**config.mk**
```make
export PLATFORM = sky130hd
export DESIGN_NAME = stream_demux_n
export DESIGN_NICKNAME = d
export VERILOG_FILES = /design/src/rtl/stream_demux_n.sv
export SDC_FILE = /design/constraint.sdc
export NUM_CORES = 1
export LEC_CHECK = 0
export BUFFER_PORTS_ARGS = -buffer_cell sky130_fd_sc_hd__buf_2
export CAP_MARGIN = 20
export CORE_MARGIN = 5
export CORE_UTILIZATION = 44
export CTS_CLUSTER_DIAMETER = 80
export DETAILED_ROUTE_END_ITERATION = 10
export PLACE_DENSITY = 0.74
export SYNTH_ARGS = -nofsm -noshare
export SYNTH_HDL_FRONTEND = slang
export SYNTH_SLANG_ARGS = --single-unit
```
**constraint.sdc**
```tcl
create_clock -name clk -period 2 [get_ports clk]
set_input_delay 0.1 -clock clk [delete_from_list [all_inputs] [get_ports clk]]
set_output_delay 0.1 -clock clk [all_outputs]
set_load 0.01 [all_outputs]
```
**src/rtl/stream_demux_n.sv**
```systemverilog
// Registered 1:N packet demultiplexer with valid/ready handshakes.
// The channel is chosen at the packet head and held until the last beat; beats for disabled channels are dropped and counted.
module stream_demux_n #(
  parameter int DATA_W = 8,
  parameter int NUM_CH = 4,
  parameter int SEL_W  = $clog2(NUM_CH),
  parameter int CNT_W  = 16
) (
  input  logic              clk,
  input  logic              rst,
  input  logic [NUM_CH-1:0] en_mask,
  input  logic              in_valid,
  output logic              in_ready,
  input  logic [DATA_W-1:0] in_data,
  input  logic [SEL_W-1:0]  in_sel,
  input  logic              in_last,
  output logic [NUM_CH-1:0] out_valid,
  input  logic [NUM_CH-1:0] out_ready,
  output logic [DATA_W-1:0] out_data,
  output logic              out_last,
  output logic              busy,
  output logic [CNT_W-1:0]  drop_cnt
);

  // Every encodable select value gets a slot, so out-of-range selects read a zero enable.
  localparam int SLOTS = 1 << SEL_W;
  localparam logic [CNT_W-1:0] CNT_MAX = '1;

  typedef enum logic {
    IDLE,
    LOCKED
  } state_t;

  state_t state, state_d;

  logic [SLOTS-1:0]  en_ext;
  logic [SLOTS-1:0]  rdy_ext;
  logic              head_drop;
  logic              cur_drop;
  logic [SEL_W-1:0]  cur_ch;
  logic              accept;
  logic              drain;

  logic              lock_drop;
  logic [SEL_W-1:0]  lock_ch;

  logic              reg_v;
  logic [SEL_W-1:0]  reg_ch;
  logic [DATA_W-1:0] reg_data;
  logic              reg_last;

  // NOTE: every signal written in an always_comb gets a default first, so no path can infer a latch.
  always_comb begin
    en_ext               = '0;
    en_ext[NUM_CH-1:0]   = en_mask;
    rdy_ext              = '0;
    rdy_ext[NUM_CH-1:0]  = out_ready;
  end

  assign head_drop = !en_ext[in_sel];
  assign cur_drop  = (state == IDLE) ? head_drop : lock_drop;
  assign cur_ch    = (state == IDLE) ? in_sel : lock_ch;
  assign drain     = reg_v && rdy_ext[reg_ch];
  assign in_ready  = cur_drop || !reg_v || rdy_ext[reg_ch];
  assign accept    = in_valid && in_ready;

  always_comb begin
    state_d = state;
    case (state)
      IDLE:    if (accept && !in_last) state_d = LOCKED;
      LOCKED:  if (accept && in_last)  state_d = IDLE;
      default: state_d = IDLE;
    endcase
  end

  // NOTE: sequential state uses non-blocking assignments so every register samples pre-edge values.
  always_ff @(posedge clk) begin
    if (rst) state <= IDLE;
    else     state <= state_d;
  end

  // Head decisions are frozen here; en_mask and in_sel are ignored until the next head.
  always_ff @(posedge clk) begin
    if (rst) begin
      lock_ch   <= '0;
      lock_drop <= 1'b0;
    end else if (state == IDLE && accept && !in_last) begin
      lock_ch   <= in_sel;
      lock_drop <= head_drop;
    end
  end

  always_ff @(posedge clk) begin
    if (rst) begin
      reg_v    <= 1'b0;
      reg_ch   <= '0;
      reg_data <= '0;
      reg_last <= 1'b0;
    end else if (accept && !cur_drop) begin
      reg_v    <= 1'b1;
      reg_ch   <= cur_ch;
      reg_data <= in_data;
      reg_last <= in_last;
    end else if (drain) begin
      reg_v    <= 1'b0;
    end
  end

  always_ff @(posedge clk) begin
    if (rst)                                           drop_cnt <= '0;
    else if (accept && cur_drop && drop_cnt != CNT_MAX) drop_cnt <= drop_cnt + 1'b1;
  end

  always_comb begin
    out_valid = '0;
    for (int i = 0; i < NUM_CH; i++) out_valid[i] = reg_v && (reg_ch == SEL_W'(i));
  end

  assign out_data = reg_data;
  assign out_last = reg_last;
  assign busy     = (state == LOCKED);

endmodule

```
==> metrics.md <==
| Metric | Value |
|---|---|
| H-tree levels | `2` |
| Gr usage total | `17.0%` |
| Initial DRC count | `54` |
| CTS tree | `built` |
| Nets | `273` |
| ANT cells | `0` |
| Top-count cell post-synth | `dfxtp_1` |
| Die X | `68.9 um` |
| Top post-synthesis cells by area | `dfxtp_1 42%, mux2i_1 9.8%, nor2_1 6.1%, a21oi_1 4.6%, or3_1 3.3%` |
| Mapped Cells | `171` |
| Cell Area, Placed | `0.00194 mm2` |
| Startpoint Class | `register` |
| Routed vias | `1,500` |
| # setup viols final | `0` |
| Number of core rows | `21` |
| Die Footprint | `0.00475 mm2` |
| Fraction of registers with async set/reset | `0%` |
| Vias in the first global route | `1,374` |
| Post-synth cell types | `42` |
| Via density | `5.05` |
| Critical Setup Path Class | `register to register` |
| CTS Buffer Depth | `2` |
| Synth area leader | `dfxtp_1` |
| Setup TNS | `0 ns` |
| HPWL Detailed | `2740 um` |
| Grt total ovfl | `0` |
| Yosys top cell area share | `41.9%` |
| Worst hold path class | `input port to register` |
| DIE HEIGHT | `68.9 um` |
| Post-synthesis register bit count | `32` |
| Max-Cap Viols | `0` |
| Syn_area_per_cell | `8.93 um2` |
| Number of synthesized flops with an enable pin | `0` |
| Largest net degree at the start of global routing | `23` |
| Final Max Tran Viols | `0` |
| Final instance area | `0.00213 mm2` |
| DRT Pass-1 Iters | `4` |
| IR Drop Worst-Case VDD | `479 uV` |
| Initial antenna violation count | `0` |
| Worst Path Max Fanout | `6` |
| PD cells | `603 mW/mm2` |
| Syn_nets | `194` |
| Min Tclk post-route | `1.93 ns` |
| Clk sinks | `32` |
| Status | `completed` |
| LEAKAGE | `0.942 nW` |
| Commonest cells post-synth | `32 x dfxtp_1, 25 x nor2_1, 15 x mux2i_1` |
| Crit path required time | `2.28 ns` |
| Cell Area, Synth | `0.00153 mm2` |
| Worst slew pin tran | `0.387 ns` |
| CTS root buffer | `clkbuf_4` |
| Worst Path Arrival | `2.21 ns` |
| Power, Total | `1.29 mW` |
| Clk slew on worst S/H paths | `0.11 ns` |
| Tcrit/Tclk final | `96.5%` |
| Filler cells | `308` |
| Routing usage on met3 | `5.67%` |
| Ys flop type | `dfxtp_1` |
| Port Buffers | `52` |
| Routability cong. | `0.711` |
| Fmax | `518 MHz` |
| Starting Density | `45.8%` |
| CTS buffer count | `5` |
| WL/cell | `12.6 um` |
| I/O pin total | `53` |
| Routed WL | `3750 um` |
| Clk_lat worst skew | `0.34 ns` |
| Fin. Hold Viols | `0` |
| Register area share after synthesis | `41.9%` |
| CP endpoint kind | `register` |
| DRC Markers | `0` |
| Clk_skew | `0.00613 ns` |
| Layout area overhead | `39.5%` |
| Met1 Use GR | `21.2%` |
| Routing usage on met2 | `27.3%` |
| Slew margin rel. | `74.2%` |
| First-pass GRT wire length | `6010 um` |
| Global route hottest layer | `met2` |
| Routed Antenna Nets | `0` |
| Yosys warns | `0` |
| CORE AREA | `0.00334 mm2` |
| Fraction of layout cells with a size suffix above 1 | `39.0%` |
-- worst max-delay path: stages, from the launching register on --
cell,delay [ns]
dfxtp_1,0.42
nand2_1,0.13
or4_4,0.55
buf_4,0.16
or4_1,0.49
a21oi_2,0.12
-- layer usage --
metal / wire length, um / part of all wire, %
met2: 1760 / 47
met5: 0 / 0
met3: 229 / 6.1
met4: 47 / 1.3
met1: 1710 / 46
-- layout make-up --
type	count	area, um2	share of cell area [%]
sequential	32	646	30.3
multi-input combinational	128	867	40.7
tap	46	57.6	2.70
clock inverter	3	23.8	1.12
inverter	4	15.0	0.705
clock buffer	5	37.5	1.76
timing repair buffer	79	484	22.7
-- power by group --
part | switching, mW | internal [mW]
clock network | 0.239 | 0.138
registers | 0.0169 | 0.665
logic | 0.110 | 0.117
-- flip-flops by register name (all words and copies together) (netlist names), named ones only --
name	flops
out_data	8
out_last	1
lock_drop	1
lock_ch	2
reg_v	1
drop_cnt	16
reg_ch	2
-- what timing repair did --
item	4_1_cts	5_1_grt
hold buffers	6	1
endpoints found under the setup margin	2	20
gates resized for setup	3	6
setup buffers	0	2
pin swaps	1	3
hold endpoints to repair	6	1
-- layout by cell type (no fill, tap or decap), drive strengths merged, types with 3 or more instances in the layout --
cell type	count
dlygate4sd3	7
buf	72
nor2	25
or4	4
inv	4
nand2	12
o31ai	3
nand4	3
nand3	6
o21ai	10
or3	8
clkbuf	5
dfxtp	32
a21oi	14
mux2i	15
mux2	3
-- final timing paths --
check,slack (ns),start,cells past startpoint,to
worst min-delay path,0.008,in_data[3],3,out_data[3]$_SDFFE_PP0P_
worst min register to register,0.50,out_data[6]$_SDFFE_PP0P_,2,out_data[6]$_SDFFE_PP0P_
worst max register to register,0.07,drop_cnt[10]$_SDFFE_PP0P_,5,drop_cnt[14]$_SDFFE_PP0P_
worst max-delay path,0.07,drop_cnt[10]$_SDFFE_PP0P_,5,drop_cnt[14]$_SDFFE_PP0P_
-- logic make-up after synthesis --
logic type               count (synthesis)  share of synthesized area (%)
AND/OR/NAND/NOR                         73                           24.9
flip-flops                              32                           41.9
adder cells (fa/ha/maj)                  1                          0.819
AO/OA/AOI/OAI                           33                           13.9
XOR/XNOR                                 2                           1.15
multiplexers                            19                           13.8
buffers and inverters                   11                           3.52
-- per-stage QoR --
step / setup slack (ns) / hold slack (ns) / utilization (%) / cells
4_1_cts: 0.00593 / 0.00366 / 62.5 / 294
5_1_grt: -0.00171 / 0.00775 / 63.9 / 297
2_1_floorplan: 0.0394 / 0.244 / - / 171
3_3_place_gp: 0.0160 / 0.336 / 58.3 / 280
6_report: 0.0698 / 0.00832 / 63.9 / 297
3_5_place_dp: -0.0392 / 0.347 / 58.3 / 280
(Power assumes the default switching activity.)
